===== src/rtl/button_event_arbiter.sv =====
// Synchronizes, debounces and edge-detects N raw inputs, queues up to two events per channel
// and round-robins them onto one valid/ready port. Define FALL_EVENTS_EN to also report falling edges.
module button_event_arbiter #(
    parameter int unsigned N        = 4,
    parameter int unsigned CNT_W    = 16,
    parameter int unsigned DB_COUNT = 50000
) (
    input  logic                 clk,
    input  logic                 reset_n,
    input  logic [N-1:0]         in,
    input  logic                 ev_ready,
    input  logic                 clr_ovf,
    output logic                 ev_valid,
    output logic [$clog2(N)-1:0] ev_chan,
    output logic                 ev_rise,
    output logic [N-1:0]         level,
    output logic [N-1:0]         ovf
);
    localparam int unsigned CW = $clog2(N);
`ifdef FALL_EVENTS_EN
    localparam bit FALL_EN = 1'b1;
`else
    localparam bit FALL_EN = 1'b0;
`endif

    typedef enum logic {S_IDLE, S_OFFER} state_t;

    state_t           r_state;
    logic [N-1:0]     r_sync1;
    logic [N-1:0]     r_sync2;
    logic [N-1:0]     r_head;
    logic [CNT_W-1:0] r_cnt  [N];
    logic [1:0]       r_qcnt [N];
    logic [CW-1:0]    r_ptr;

    logic [N-1:0]     w_toggle;
    logic [N-1:0]     w_enq;
    logic [N-1:0]     w_etype;
    logic [N-1:0]     w_deq;
    logic [N-1:0]     w_adv;
    logic [N-1:0]     w_drop;
    logic [N-1:0]     w_nonempty;
    logic             w_accept;
    logic             w_found;
    logic [CW-1:0]    w_sel;
    logic [CW:0]      w_idx;

    // Two-flop synchronizer
    always_ff @(posedge clk or negedge reset_n) begin
        if (!reset_n) begin
            r_sync1 <= '0;
            r_sync2 <= '0;
        end else begin
            r_sync1 <= in;
            r_sync2 <= r_sync1;
        end
    end

    // Per-channel level toggle, event generation and queue handshake terms
    always_comb begin
        w_accept   = ev_valid & ev_ready;
        w_toggle   = '0;
        w_enq      = '0;
        w_etype    = '0;
        w_deq      = '0;
        w_adv      = '0;
        w_drop     = '0;
        w_nonempty = '0;
        for (int i = 0; i < N; i++) begin
            w_toggle[i]   = (r_sync2[i] != level[i]) && (r_cnt[i] == CNT_W'(DB_COUNT - 1));
            w_etype[i]    = FALL_EN ? ~level[i] : 1'b1;
            w_enq[i]      = FALL_EN ? w_toggle[i] : (w_toggle[i] & ~level[i]);
            w_deq[i]      = w_accept && (ev_chan == CW'(i));
            w_adv[i]      = FALL_EN ? ~r_head[i] : 1'b1;
            w_drop[i]     = w_enq[i] && !w_deq[i] && (r_qcnt[i] == 2'd2);
            w_nonempty[i] = (r_qcnt[i] != 2'd0);
        end
    end

    // Debounce counters and debounced levels
    always_ff @(posedge clk or negedge reset_n) begin
        if (!reset_n) begin
            level <= '0;
            for (int i = 0; i < N; i++) r_cnt[i] <= '0;
        end else begin
            for (int i = 0; i < N; i++) begin
                if (r_sync2[i] == level[i]) begin
                    r_cnt[i] <= '0;
                end else if (w_toggle[i]) begin
                    r_cnt[i] <= '0;
                    level[i] <= ~level[i];
                end else begin
                    r_cnt[i] <= r_cnt[i] + CNT_W'(1);
                end
            end
        end
    end

    // Two-deep queues: only the head type is stored, the second entry's type is implied
    always_ff @(posedge clk or negedge reset_n) begin
        if (!reset_n) begin
            r_head <= '0;
            ovf    <= '0;
            for (int i = 0; i < N; i++) r_qcnt[i] <= 2'd0;
        end else begin
            ovf <= (clr_ovf ? '0 : ovf) | w_drop;
            for (int i = 0; i < N; i++) begin
                if (w_enq[i] && w_deq[i]) begin
                    r_head[i] <= (r_qcnt[i] == 2'd1) ? w_etype[i] : w_adv[i];
                end else if (w_enq[i]) begin
                    if (r_qcnt[i] == 2'd0) begin
                        r_head[i] <= w_etype[i];
                        r_qcnt[i] <= 2'd1;
                    end else if (r_qcnt[i] == 2'd1) begin
                        r_qcnt[i] <= 2'd2;
                    end
                end else if (w_deq[i]) begin
                    r_qcnt[i] <= r_qcnt[i] - 2'd1;
                    r_head[i] <= w_adv[i];
                end
            end
        end
    end

    // First non-empty channel at or after the round-robin pointer
    always_comb begin
        w_found = 1'b0;
        w_sel   = '0;
        w_idx   = '0;
        for (int i = 0; i < N; i++) begin
            w_idx = {1'b0, r_ptr} + (CW+1)'(i);
            if (w_idx >= (CW+1)'(N)) w_idx = w_idx - (CW+1)'(N);
            if (!w_found && w_nonempty[w_idx[CW-1:0]]) begin
                w_found = 1'b1;
                w_sel   = w_idx[CW-1:0];
            end
        end
    end

    // Arbiter: offer one event, hold it until accepted, then return to idle
    always_ff @(posedge clk or negedge reset_n) begin
        if (!reset_n) begin
            r_state  <= S_IDLE;
            ev_valid <= 1'b0;
            ev_chan  <= '0;
            ev_rise  <= 1'b0;
            r_ptr    <= '0;
        end else begin
            case (r_state)
                S_IDLE: begin
                    if (w_found) begin
                        ev_valid <= 1'b1;
                        ev_chan  <= w_sel;
                        ev_rise  <= r_head[w_sel];
                        r_state  <= S_OFFER;
                    end
                end
                S_OFFER: begin
                    if (ev_ready) begin
                        ev_valid <= 1'b0;
                        r_ptr    <= (ev_chan == CW'(N - 1)) ? '0 : ev_chan + CW'(1);
                        r_state  <= S_IDLE;
                    end
                end
                default: r_state <= S_IDLE;
            endcase
        end
    end

endmodule


===== config.mk =====
export PLATFORM = sky130hd
export DESIGN_NAME = button_event_arbiter
export DESIGN_NICKNAME = d
export VERILOG_FILES = /design/src/rtl/button_event_arbiter.sv
export SDC_FILE = /design/constraint.sdc
export NUM_CORES = 1
export LEC_CHECK = 0
export BUFFER_PORTS_ARGS = -buffer_cell sky130_fd_sc_hd__buf_2
export CAP_MARGIN = 20
export CORE_MARGIN = 2
export CORE_UTILIZATION = 60
export CTS_CLUSTER_DIAMETER = 30
export DETAILED_ROUTE_END_ITERATION = 8
export PLACE_DENSITY = 0.75
export RECOVER_POWER = 25
export SLEW_MARGIN = 10
export SYNTH_ARGS = -nofsm -noshare
export SYNTH_HDL_FRONTEND = slang
export SYNTH_SLANG_ARGS = --single-unit
export TNS_END_PERCENT = 100

===== constraint.sdc =====
create_clock -name clk -period 3.2 [get_ports clk]
set_input_delay 0.32 -clock clk [delete_from_list [all_inputs] [get_ports clk]]
set_output_delay 0.32 -clock clk [all_outputs]
set_load 0.005 [all_outputs]

### After elaboration in Yosys (flattened, before gate mapping)

Index checks and enable logic that the tools add are counted.

* reductions and logical operators: 62
* $add $sub $neg: 16
* multiplexer cells: 70
* $lt $le $gt $ge: 9
* bitwise operators: 19
* eq/ne operators: 33

Operators with widths (count)
* $mux 16: 8
* $add 16x1->16 const B: 4
* $eq 16x16->1 const B: 4
* $mux 2: 25
* $mux 1: 29
* $ne 3x1->1 const B: 8
* $logic_and 1x1->1: 23
* $reduce_and 2->1: 11
* $reduce_bool 2->1: 8
* $sub 2x1->2 const B: 8
* $lt 2x3->1 const B: 5
* $not 1->1: 13
* $eq 2x2->1 const B: 6
* $reduce_and 3->1: 4
* $reduce_bool 3->1: 4
* $bmux 1 s2: 5
* $eq 2x1->1 const B: 5
* $logic_not 2->1: 5
* $ge 3x3->1 const B: 3
* $logic_not 1->1: 7
* $add 2x2->3 const B: 2
* $and 1x1->1: 5
* $eq 1x1->1: 4
* $mux 4: 1
* 7 further kinds: 12

* word-level logic and storage cells: 233
* output and inout port bits: 12
* input bits: 8
* register bits after elaboration: 99

### Depth between registers and ports, before layout

Gate-level depths: netlist of the first run.

* depth after elaboration: 16
* gate-level depth with buffers: 8
* depth with buffers taken out: 7

### Worst setup path after synthesis of the first run

No wires, ideal clock.

* path type: reg2reg
* from: register r_qcnt[2] (netlist bit)
* to: register ev_rise
* slack: 0.741 ns
* arrival: 2.334 ns
* data required time: 3.075 ns
* stages on the path, launching flop included: 8
* cells stage by stage: dfrtp_1 -> inv_1 -> ha_1 -> and3b_1 -> or2_2 -> mux4_2 -> mux4_2 -> mux2_4

* cells in the longest elaborated chain, start to end: 15
* elaborated cells between the ends (all ways): 26
* classes of those cells: 18 x mux; 8 x reduce/logical

Ends and longest elaborated chain
* start, declared: line 33 `logic [1:0] r_qcnt [N];`
* start signal, assigned by index: line 118 `r_qcnt[i] <= r_qcnt[i] - 2'd1;`
* $reduce_bool 2->1 (*): line 76 `w_nonempty[i] = (r_qcnt[i] != 2'd0);`
* $bmux 1 s2: line 133 `if (!w_found && w_nonempty[w_idx[CW-1:0]]) begin`
* $mux 1 (not written as such): line 133
* $mux 1: line 133
* $logic_not 1->1: line 133
* $logic_and 1x1->1: line 133
* $mux 1: line 133
* $logic_not 1->1: line 133
* $logic_and 1x1->1: line 133
* $mux 1: line 133
* $logic_not 1->1: line 133
* $logic_and 1x1->1: line 133
* $mux 2: line 133
* $bmux 1 s2: line 154 `ev_rise <= r_head[w_sel];`
* $mux 1 (not written as such): line 154
* end signal, assigned: line 154
* end, declared: line 15 `output logic ev_rise,`

Mark *: on every way between the ends. The rest lies on a longest branch, timed or not. The select of a mux whose other input is x is not followed.
A chain may end at the register's enable or synchronous reset.

### Final worst setup path of the first run

* from: register r_qcnt[6] (netlist bit)
* to: register ev_rise

Same word-level chain as after synthesis.

==> metrics.md, run 1 <==
| Metric | Value |
|---|---|
| PortBufs | 19 |
| Pin count of the biggest net entering global routing | 100 |
| Max_cap viols | 1 |
| Die area | 9100 sq um |
| Final period util | 0.816 |
| Pleak | 2.45 nW |
| Initial antenna violation count | 0 |
| Ranking of synthesized cells by area | dfrtp_1, xor2_1, nor2_1 |
| Average wire per cell in the routed design | 13.5 microns |
| Global route overflow | 0 |
| Yosys Warn Count | 0 |
| Sum of negative setup slack | 0 ps |
| Half-perimeter wire length after placement | 5.90 mm |
| Number of setup violations in the final report | 0 |
| Worst rel slew slack | -0.513 |
| Clock transition at the registers of the reported paths | 100 ps |
| Syn Std Cell Area | 5010 sq um |
| Reg2reg end | ev_rise$_DFFE_PN0P_ |
| Final slew viol count | 100 |
| Crit-path max FO | 6 |
| Ratio of cells with drive above 1 in the final layout | 0.0970 |
| Vias in the first global route | 3,273 |
| Register bit total from synthesis | 99 |
| CTS H-tree lvls | 3 |
| Number of nets still failing antenna checks after routing | 0 |
| Start-to-end type of the worst setup path | reg -> reg |
| Result of the run | complete, but fails checks |
| Total clock sinks | 99 |
| Clock tree from TritonCTS | yes |
| Synth-to-layout area growth | 8.41% |
| Vias per std cell | 5.50 |
| Path class of the lowest-slack min-delay path | in -> reg |
| Num CTS Buffers | 9 |
| Wirelength, routed | 8.24 mm |
| Die extent in y | 95.4 microns |
| Source of the worst register-to-register timing path | r_qcnt[6]$_DFFE_PN0P_ |
| Gp weighted congestion | 0.832 |
| Hold slack final | 65.4 ps |
| Library cell used as clock root buffer | clkbuf_8 |
| Core area | 8180 sq um |
| Count of flip-flops with a built-in enable after synthesis | 0 |
| Number of cell instances on the worst register-to-register path | 7 |
| Die extent in x | 95.4 microns |
| Commonest register cell after synthesis | dfrtp_1 |
| Proportion of netlist area held by the largest area contributor | 0.494 |
| Maximum buffer depth of the clock tree | 2 |
| Mean cell area of the mapped netlist | 10.5 sq um |
| Syn Inst Count | 478 |
| Count of nets after finishing | 532 |
| Number of distinct standard cells referenced by the synthesized netlist | 45 |
| Fin crit period | 2610 ps |
| First-pass GRT wire length | 14.5 mm |
| Maximum vdd drop | 348 uV |
| Initial standard-cell utilization of the core | 0.613 |
| Pin slew with the least headroom to its limit | 2270 ps |
| Req. time, crit path | 3440 ps |
| Number of top-level design ports | 20 |
| Site Rows | 33 |
| Min-delay src | in[1] |
| Cell taking the most area after synthesis | dfrtp_1 |
| First-pass DRT Iterations | 5 |
| Combined global-route utilization of all metal layers | 0.201 |
| Placement-stage cell area | 5220 sq um |
| Endpoint class of the critical path | register |
| Sequential area share after synthesis | 0.494 |
| Post CTS Setup Buffer Count | 0 |
| Setup WS post-layout | 588 ps |
| Worst-case hold path end point | r_sync1[1]$_DFF_PN0_ |
| Max Freq | 383 MHz |
| Async set-or-reset flop fraction in the synthesized netlist | 1.00 |
| Clock latency of the later-clocked register in the worst-skew pair | 360 ps |
| Worst-case clock skew | 10.9 ps |
| Setup Slack @ Placement | 599 ps |
| Number of gates resized after cts | 0 |
| Total vias in the final route | 3,358 |
| CP Launch Type | register |
| Cell Pwr Density | 588 nW/um^2 |
| Unrepaired setup endpoints after global routing | false |
| Min-Delay Path Depth | 1 |
| Final cell utilization of the core | 0.665 |
| Most frequent cells after synthesis | dfrtp_1, nor2_1, xor2_1 |
| Arrival @ worst endpoint | 2860 ps |
| Number of nets in the synthesized netlist | 510 |
| Final Instance Area | 5430 sq um |
| Antenna diode instance count | 0 |
| Quantity of hold-fixing buffers added after cts | 0 |
| DRC violations left | 0 |
| Number of DRC markers after the initial detailed-route iteration | 122 |
| Register-to-register path setup slack | 590 ps |
| Final Hold Viols | 0 |
| Most numerous cell in the Yosys netlist | dfrtp_1 |
| Violations in the final reports | max-capacitance violations, max-slew violations |
kinds of logic (layout without fill, tap and decap cells):
group	Yosys count	count (layout)	share of synthesized area
AOI/OAI and AO/OA	21	21	0.0330
DFF	99	99	0.494
adders and majority gates	24	24	0.0599
and+or+nand+nor	212	212	0.207
buffers and inverters	27	54	0.0207
muxes	27	27	0.0662
xor gates and xnor gates	68	68	0.119
power by group:
part,switching [mW],total [mW],internal [mW]
registers,0.127,1.48,1.36
clock network,0.421,0.871,0.450
logic,0.443,0.841,0.398
registers in the layout, indices dropped and copies added, names as in the netlist:
name      cells
r_cnt        64
r_qcnt        8
level         4
ovf           4
r_head        4
r_sync1       4
r_sync2       4
ev_chan       2
r_ptr         2
ev_rise       1
ev_valid      1
r_state       1
worst max path at each step:
stage	end	startpoint	cells past startpoint	slack, ps
floorplan	ev_rise$_DFFE_PN0P_	r_qcnt[2]$_DFFE_PN0P_	7	740
global placement	ev_rise$_DFFE_PN0P_	r_qcnt[2]$_DFFE_PN0P_	7	690
detailed placement	ev_rise$_DFFE_PN0P_	r_qcnt[2]$_DFFE_PN0P_	7	600
CTS	ev_rise$_DFFE_PN0P_	r_qcnt[2]$_DFFE_PN0P_	7	580
global route	ev_rise$_DFFE_PN0P_	r_qcnt[1]$_DFFE_PN0P_	7	480
finish	ev_rise$_DFFE_PN0P_	r_qcnt[6]$_DFFE_PN0P_	7	590
layout by cell type, fill, tap and decap left out, types with 2 or more instances in the layout:
cell | synthesis | routed
dfrtp_1 | 99 | 99
nor2_1 | 84 | 84
xor2_1 | 38 | 38
nand3_1 | 31 | 31
xnor2_1 | 30 | 30
nand2_1 | 29 | 29
ha_1 | 24 | 24
inv_1 | 18 | 18
buf_2 | 2 | 18
mux2i_1 | 17 | 17
and3_1 | 15 | 15
nor3_1 | 11 | 11
clkbuf_8 | 0 | 9
nand4_1 | 8 | 8
nand3b_1 | 6 | 6
nor4b_1 | 4 | 4
nor4_1 | 4 | 4
a32o_1 | 4 | 4
mux4_2 | 4 | 4
mux2_2 | 4 | 4
or3_1 | 3 | 3
or2_1 | 3 | 3
or2_2 | 3 | 3
nor2b_1 | 2 | 2
nand4bb_1 | 2 | 2
a22oi_1 | 2 | 2
a21oi_1 | 2 | 2
o21ai_0 | 2 | 2
a21o_1 | 2 | 2
a311oi_1 | 2 | 2
nor3b_1 | 2 | 2
bufinv_16 | 0 | 2
through the flow:
step	cells	total power, mW
after global routing	610	3.40
after CTS	610	3.23
after global placement	594	2.29
after floorplan	478	2.13
final	610	3.19
after detailed placement	594	2.35
final cells by class:
cell class	count	area, sq um
Inverter	18	67.6
Sequential cell	99	2480
Multi-Input combinational cell	352	2430
Timing Repair Buffer	20	103
Tap cell	105	131
Clock buffer	10	128
Clock inverter	6	96.3
Fill cell	659	2740
metal layers:
layer  up-vias  part of all wire  global-route usage
li1       1669                 -                   -
met5         -                 0                   0
met2        28              0.48               0.332
met1      1652              0.48               0.276
met3         9             0.026              0.0474
met4         0            0.0074              0.0381
worst max-delay path, stage by stage (launching register included):
cell and delay (ps):
dfrtp_1 360, inv_1 110, ha_1 290, and3b_1 250, or2_2 290, mux4_2 500, mux4_2 440, mux2_4 270
(Power assumes the default switching activity.)
==> inputs of run 2 (changes only) <==
clock period = 2.5 ns   (was 3.2 ns; I/O delays follow)
==> run 2 against run 1 <==
The flow now finishes without violations. Combinational power rose by 70%. Register-to-register slack got worse by 530 ps. Setup slack got worse by 530 ps. Clock power rose by 19%. Critical path depth did not move. Non-clock buffer count rose by 32. Global-route usage rose by 1.7 points. Total power rose by 36%. Final area rose by 4.8%. Critical endpoint unchanged. Largest power group unchanged.
==> metrics.md, run 2 (synthesis gave the netlist of run 1 again) <==
| Metric | Value |
|---|---|
| Final slew viol count | 0 (-100%) |
| Most frequent cells in the layout | dfrtp_1, nor2_1, xor2_1, nand3_1, xnor2_1 |
| Average wire per cell in the routed design | 14.1 microns (+4.6%) |
| Crit path max-delay family | multiplexers |
| Number of top-level design ports | 20 (unchanged) |
| Pin slew with the least headroom to its limit | 1100 ps (-1170 ps) |
| Maximum vdd drop | 387 uV (+11%) |
| Global route overflow | 0 (unchanged) |
| FF/Latch Area | 2480 sq um (unchanged) |
| Core area | 8180 sq um (unchanged) |
| Most common cell after layout, fill and taps aside | dfrtp_1 |
| Register-to-register path setup slack | 60 ps (-530 ps) |
| Cell-by-cell listing of the critical path | inv_2 > ha_2 > and3b_2 > or2_2 > mux4_2 > mux4_2 > mux2_4 |
| Antenna diode instance count | 0 (unchanged) |
| Slowest CP cell | mux4_2 |
| Total clock sinks | 99 (unchanged) |
| Worst rel slew slack | 0.267 (+0.780) |
| CP Launch Type | register |
| Max FFs per register | 64 (unchanged) |
| Largest register by flop count | r_cnt |
| Pin count of the biggest net entering global routing | 50 (-50%) |
| Path class of the lowest-slack min-delay path | in -> reg |
| Combined global-route utilization of all metal layers | 0.218 (+0.0174) |
| Maximum buffer depth of the clock tree | 2 (unchanged) |
| PortBufs | 19 (unchanged) |
| Wirelength, routed | 9.08 mm (+10%) |
| First-pass GRT wire length | 15.5 mm (+7.1%) |
| Ratio of cells with drive above 1 in the final layout | 0.166 (+0.0687) |
| Source of the worst register-to-register timing path | r_qcnt[2]$_DFFE_PN0P_ |
| Buffering stage count on the worst path with inverters included | 1 (unchanged) |
| Worst-case clock skew | 12.7 ps (+1.78 ps) |
| Endpoint class of the critical path | register |
| Final Hold Viols | 0 (unchanged) |
| Count of nets after finishing | 564 (+6.0%) |
| Arrival @ worst endpoint | 2700 ps (-160 ps) |
| Start-to-end type of the worst setup path | reg -> reg |
| Fin crit period | 2440 ps (-171 ps) |
| Largest stage delay on the critical path | 500 ps (about the same) |
| Vias per std cell | 5.47 (-0.57%) |
| Die extent in y | 95.4 microns (unchanged) |
| Gp weighted congestion | 0.862 (+3.7%) |
| Num CTS Buffers | 9 (unchanged) |
| Min-Delay Path Depth | 3 (+2) |
| Reg2reg end | ev_rise$_DFFE_PN0P_ |
| Number of setup violations in the final report | 0 (unchanged) |
| Die extent in x | 95.4 microns (unchanged) |
| Number of cell instances on the worst register-to-register path | 7 (unchanged) |
| Footprint of the multi-input gates | 2460 sq um (+1.4%) |
| Number of DRC markers after the initial detailed-route iteration | 128 (+4.9%) |
| Worst-case hold path end point | ovf[3]$_DFF_PN0_ |
| Site Rows | 33 (unchanged) |
| Number of nets still failing antenna checks after routing | 0 (unchanged) |
| Library cell used as clock root buffer | clkbuf_8 |
| Min-delay src | clr_ovf |
| Clock tree from TritonCTS | yes |
| Clock latency of the later-clocked register in the worst-skew pair | 360 ps (about the same) |
| Cell seen most often among critical-path stages | mux4_2 |
| Req. time, crit path | 2750 ps (-690 ps) |
| Vias in the first global route | 3,506 (+7.1%) |
| Final period util | 0.977 (+0.160) |
| First-pass DRT Iterations | 4 (-1) |
| Initial antenna violation count | 0 (unchanged) |
| Final cell utilization of the core | 0.697 (+0.0321) |
| Max Freq | 410 MHz (+7.0%) |
| Leading registers by flop count | r_cnt x64, r_qcnt x8 |
| Pleak | 2.57 nW (+4.9%) |
| Initial standard-cell utilization of the core | 0.613 (unchanged) |
| Result of the run | finished clean |
| Cell Pwr Density | 766 nW/um^2 (+30%) |
| Max_cap viols | 0 (-1) |
| Crit-path max FO | 4 (-2) |
| Half-perimeter wire length after placement | 6.41 mm (+8.6%) |
| Cell count after placement | 613 (+3.2%) |
| Clock transition at the registers of the reported paths | 90 ps (about the same) |
| Synth-to-layout area growth | 13.7% |
| CTS H-tree lvls | 3 (unchanged) |
| Hold slack final | 317 ps (+251 ps) |
| Total vias in the final route | 3,514 (+4.6%) |
| Number of fillers in the final layout | 622 (-5.6%) |
| DRC violations left | 0 (unchanged) |
| Die area | 9100 sq um (unchanged) |
| Final standard cell count with taps included and fillers excluded | 642 (+5.2%) |
[run 2: worst max-delay path by stage]
stage	slack [ps]	start	end	cells past startpoint
2_1_floorplan	40	r_qcnt[2]$_DFFE_PN0P_	ev_rise$_DFFE_PN0P_	7
3_3_place_gp	60	r_qcnt[4]$_DFFE_PN0P_	ev_rise$_DFFE_PN0P_	6
3_5_place_dp	-3	r_qcnt[2]$_DFFE_PN0P_	ev_rise$_DFFE_PN0P_	7
4_1_cts	2	r_qcnt[7]$_DFFE_PN0P_	ev_rise$_DFFE_PN0P_	7
5_1_grt	-3	r_qcnt[4]$_DFFE_PN0P_	ev_rise$_DFFE_PN0P_	7
6_report	60	r_qcnt[2]$_DFFE_PN0P_	ev_rise$_DFFE_PN0P_	7
[run 2: report_power, final]
group	total [mW]	switching, mW	internal, mW
Combinational	1.43	0.681	0.754
Sequential	1.89	0.153	1.73
Clock	1.04	0.565	0.474
[run 2: through the flow]
step | total power [mW] | instance area [sq um] | TNS (ps) | setup slack (ps)
5_1_grt | 4.64 | 5700 | -3.20 | -3.20
3_5_place_dp | 3.16 | 5370 | -3.13 | -3.13
4_1_cts | 4.24 | 5630 | 0 | 2.22
6_report | 4.36 | 5700 | 0 | 58.6
3_3_place_gp | 3.09 | 5370 | 0 | 56.8
2_1_floorplan | 2.73 | 5010 | 0 | 40.6
[run 2: worst min-delay path, delay by kind of cell]
family                 cells  cell delay, ps
AO/OA/AOI/OAI              1             220
buffers and inverters      2             160
[run 2: area by class of cell]
| cell class | instances | area share |
|---|---|---|
| Sequential cell | 99 | 0.435 |
| Multi-Input combinational cell | 352 | 0.433 |
| Timing Repair Buffer | 52 | 0.0622 |
| Tap cell | 105 | 0.0231 |
| Clock buffer | 10 | 0.0224 |
| Clock inverter | 6 | 0.0127 |
| Inverter | 18 | 0.0119 |
[run 2: repair_timing]
item / in CTS / in global routing
setup buffers: 2 / 6
endpoints found under the hold margin: 23 / 0
setup endpoints to repair: 1 / 1
pin swaps: 0 / 1
hold buffers: 5 / 0
cloned: 0 / 0
gates resized for setup: 0 / 15
[run 2: metal layers]
metal  vias up  wire (microns)  GRT usage
met5         -               0          0
met4         0              68     0.0655
met3         6             298     0.0522
met2        40            4450      0.354
met1      1726            4260      0.294
li1       1742               -          -
